==> src/rtl/router_reg.sv <==
// router_reg: datapath register stage of the 1x3 router. It forwards header/payload bytes to the
// selected FIFO, replays a byte stalled by a full FIFO, and checks packet parity.
// Optional macro ROUTER_REG_ERR_CNT_EN adds a saturating err_count output.
module router_reg #(
  parameter int DATA_WIDTH = 8
) (
  input  logic                  clk,
  input  logic                  resetn,
  input  logic                  pkt_valid,
  input  logic [DATA_WIDTH-1:0] data_in,
  input  logic                  fifo_full,
  input  logic                  detect_add,
  input  logic                  lfd_state,
  input  logic                  ld_state,
  input  logic                  laf_state,
  input  logic                  full_state,
  input  logic                  rst_int_reg,
  output logic                  parity_done,
  output logic                  low_pkt_valid,
  output logic                  err,
  output logic [DATA_WIDTH-1:0] dout
`ifdef ROUTER_REG_ERR_CNT_EN
  ,
  output logic [7:0]            err_count
`endif
);

  logic [DATA_WIDTH-1:0] hdr;
  logic [DATA_WIDTH-1:0] hold;
  logic [DATA_WIDTH-1:0] int_par;
  logic [DATA_WIDTH-1:0] pkt_par;
  logic                  hold_is_par;

  logic hdr_load;
  logic par_load;
  logic par_bad;

  // Address 3 does not exist, so such a header never replaces the latched one.
  assign hdr_load = detect_add && pkt_valid && (data_in[1:0] != 2'b11);
  // Parity arrives either directly in LOAD_DATA or replayed from hold in LOAD_AFTER_FULL.
  assign par_load = ld_state ? (!pkt_valid && !fifo_full) : (laf_state && hold_is_par);
  assign par_bad  = (int_par != pkt_par);

  always_ff @(posedge clk or negedge resetn) begin
    if (!resetn) begin
      hdr <= '0;
    end else if (hdr_load) begin
      hdr <= data_in;
    end
  end

  always_ff @(posedge clk or negedge resetn) begin
    if (!resetn) begin
      dout        <= '0;
      hold        <= '0;
      hold_is_par <= 1'b0;
    end else if (detect_add) begin
      dout <= dout;
    end else if (lfd_state) begin
      dout <= hdr;
    end else if (ld_state) begin
      if (!fifo_full) begin
        dout <= data_in;
      end else begin
        hold        <= data_in;
        hold_is_par <= !pkt_valid;
      end
    end else if (laf_state) begin
      dout <= hold;
    end
  end

  // A stalled byte is skipped here in LOAD_DATA and folded in once when it replays.
  always_ff @(posedge clk or negedge resetn) begin
    if (!resetn) begin
      int_par <= '0;
    end else if (detect_add) begin
      int_par <= '0;
    end else if (lfd_state) begin
      int_par <= int_par ^ hdr;
    end else if (ld_state) begin
      if (pkt_valid && !full_state && !fifo_full) begin
        int_par <= int_par ^ data_in;
      end
    end else if (laf_state && !hold_is_par) begin
      int_par <= int_par ^ hold;
    end
  end

  always_ff @(posedge clk or negedge resetn) begin
    if (!resetn) begin
      pkt_par     <= '0;
      parity_done <= 1'b0;
    end else if (par_load) begin
      pkt_par     <= ld_state ? data_in : hold;
      parity_done <= 1'b1;
    end else if (detect_add) begin
      parity_done <= 1'b0;
    end
  end

  always_ff @(posedge clk or negedge resetn) begin
    if (!resetn) begin
      low_pkt_valid <= 1'b0;
    end else if (ld_state && !pkt_valid) begin
      low_pkt_valid <= 1'b1;
    end else if (rst_int_reg) begin
      low_pkt_valid <= 1'b0;
    end
  end

  always_ff @(posedge clk or negedge resetn) begin
    if (!resetn) begin
      err <= 1'b0;
    end else if (rst_int_reg && parity_done) begin
      err <= par_bad;
    end else if (detect_add) begin
      err <= 1'b0;
    end
  end

`ifdef ROUTER_REG_ERR_CNT_EN
  always_ff @(posedge clk or negedge resetn) begin
    if (!resetn) begin
      err_count <= '0;
    end else if (rst_int_reg && parity_done && par_bad && (err_count != 8'hFF)) begin
      err_count <= err_count + 8'd1;
    end
  end
`endif

endmodule

==> config.mk <==
export PLATFORM = sky130hd
export DESIGN_NAME = router_reg
export DESIGN_NICKNAME = d
export VERILOG_FILES = /design/src/rtl/router_reg.sv
export SDC_FILE = /design/constraint.sdc
export NUM_CORES = 1
export LEC_CHECK = 0
export BUFFER_PORTS_ARGS = -buffer_cell sky130_fd_sc_hd__buf_2
export CAP_MARGIN = 10
export CORE_MARGIN = 3
export CORE_UTILIZATION = 45
export CTS_BUF_LIST = sky130_fd_sc_hd__clkbuf_4
export DETAILED_ROUTE_END_ITERATION = 12
export PLACE_DENSITY = 0.67
export SETUP_SLACK_MARGIN = 0.3
export SLEW_MARGIN = 20
export SYNTH_ARGS = -nofsm -noshare
export SYNTH_HDL_FRONTEND = slang
export SYNTH_SLANG_ARGS = --single-unit
==> constraint.sdc <==
create_clock -name clk -period 2.4 [get_ports clk]
set_input_delay 0.72 -clock clk [delete_from_list [all_inputs] [get_ports clk]]
set_output_delay 0.72 -clock clk [all_outputs]
set_load 0.01 [all_outputs]
==> summary.txt <==
Core Util, Final - 53.4%
Clock Path Buffers - 2
register area - 1100 sq um
hold_ws - 322 ps
FILL cells - 395
Slew @ Worst Pin - 624 ps
TritonCTS clock tree - done
worst path bufs/invs - 1
H-tree levels - 2
R2R cell count - 4
FMAX - 564 MHz
FF+latch count, synth - 44
peak fanout along the critical path - 16
CTS sink count - 44
DIE AREA - 5560 sq um
Post-Route Setup TNS - 0 ps
global-route wire length before repair - 6880 um
number of I/O pins - 29
Worst R2R End - int_par[0]
outcome - finished clean
placed wire-length estimate - 3220 um
Synth area leader - dfrtp_1
Final Hold Vio Count - 0
gr usage total - 16.7%
setup bufs post-CTS - 0
GPL Wtd Cong - 0.785
Place WS - 222 ps
WL final - 4160 um
top cells by area, synth - dfrtp_1, mux2_2, mux2i_1
Ant. Diodes - 0
cell family with most CP delay - simple AND/OR/NAND/NOR gates
Syn Nets - 181
Clock Skew - 14.3 ps
crit path cell chain - buf_2, nor3b_2, nor4_4, o21ai_0, a21oi_1
period utilization - 73.9%
Worst setup EP type - flop
post-CTS sizing - 0
wire per inst - 16.7 um
hold buffers post-CTS - 0
MaxCap Viol Count - 0
Port Buffers - 28
Cells after DPL - 242
largest net degree at the start of global routing - 25
Root Driver - clkbuf_4
router iterations before antenna repair - 4
crit path time final - 1770 ps
starting density of the core - 47.6%
CP Class - input port to flop
number of global-route vias before repair - 1402
Arr. time, crit path - 2060 ps
top cell type's share of synthesized area - 52.0%
Min-Delay Path Class - input port to asynchronous set/reset pin
die width - 74.6 um
Leak - 1.13 nW
1st-iter DRT viols - 57
GR Overflow Total - 0
Yosys Warn Count - 0
Worst-path clk slew - 120 ps
Cells after Synth - 163
num rows - 24
fin cells - 249
Synth-to-Final Area Change - 12.1%
via/cell ratio - 5.46
vias - 1360
synthesized area per cell - 13.0 sq um
relative slew slack - 58.1%
unrepaired setup endpoints after global routing - false
Req. time, crit path - 2680 ps
share of the yosys chip area belonging to registers - 52.0%
total CTS buffers - 5
Slew Viols, Final - 0
PwrDens - 768 nW/um^2
Reg2Reg Setup Slack - 900 ps
setup ws final - 626 ps
layout cells sized above 1 - 41.6%
Routed Antenna Nets - 0
drt drc - 0
multi-input logic area - 943 sq um
Critical Path Start Type - input port
critical path depth in cells - 5
area of the core - 4440 sq um
Worst path slowest cell - nor4_4
Die Y - 74.6 um
RR Startpoint - hold_is_par
VDD IR max - 0.429 mV
initial antenna violation count - 0
Final setup viols - 0
synthesized area - 2120 sq um
clock latency at the later pin of the worst-skew pair - 350 ps
Max stage delay on crit path - 560 ps
Final nets - 215
Yosys cell types - 26
==> worst max path at each step <==
stage                    start    endpoint  slack (ps)
global route          ld_state  int_par[0]         490
global placement      ld_state  int_par[0]         330
floorplan           full_state  int_par[7]         650
CTS                   ld_state  int_par[1]         610
detailed placement    ld_state  int_par[1]         220
finish                ld_state  int_par[1]         630
==> state kept, by name, summed over array words and instances (netlist names) <==
name	flops
pkt_par	8
parity_done	1
err	1
hdr	8
low_pkt_valid	1
hold_is_par	1
int_par	8
hold	8
dout	8
==> cell type report <==
type,instances,area share (%)
flip-flops and latches,44,46.4
clock buffers,6,1.90
multi-input cells,104,39.7
well taps,52,2.74
clock inverters,1,0.211
inverters,12,1.95
repair buffers,30,7.06
==> power by group <==
group	total, mW	switching [mW]	internal (mW)
sequential	1.00	0.103	0.900
clock	0.343	0.224	0.120
combinational	0.476	0.226	0.250
==> per-stage QoR <==
stage | instance area (sq um) | power [mW]
floorplan | 2120 | 1.33
global placement | 2320 | 1.47
detailed placement | 2320 | 1.50
CTS | 2370 | 1.84
global route | 2370 | 1.93
finish | 2370 | 1.82
==> worst reg2reg max path, stage by stage, from the launching register on <==
cell and delay [ps]:
dfrtp_1 430, nor3b_2 270, nor4_4 130, or3_2 470, a21oi_1 160
==> layer usage <==
layer	track usage [%]	share of wire (%)
met1	21.7	44
met3	4.05	3.7
met5	0	0
met2	28.4	52
met4	3.56	1.0
==> cell usage in the layout (no fill, tap or decap), drive strengths merged <==
master   n
a21o     2
a21oi   10
a31o     1
and4bb   1
buf     30
clkbuf   6
clkinv   2
dfrtp   44
inv     11
mux2    30
mux2i   17
nand2    4
nand2b   1
nor2     6
nor3     1
nor3b    1
nor4     3
o21ai   10
o22ai    1
or3      8
xor2     8
==> Yosys cell counts (all sizes together) <==
master,n
dfrtp,44
mux2,30
mux2i,17
inv,11
a21oi,10
o21ai,10
or3,8
xor2,8
nor2,6
nand2,4
nor4,3
a21o,2
buf,2
a31o,1
and4bb,1
clkbuf,1
clkinv,1
nand2b,1
nor3,1
nor3b,1
o22ai,1
==> logic make-up (layout without fill, tap and decap cells) <==
kind of cell           Yosys count  in the layout  synth area share [%]
flip-flops                      44             44                  52.0
AND/OR/NAND/NOR                 25             25                  8.33
AO/OA/AOI/OAI                   24             24                  6.97
multiplexers                    47             47                  25.9
buffers and inverters           15             49                  3.43
XOR/XNOR                         8              8                  3.31
No activity file was read; power rests on OpenSTA's default activity.
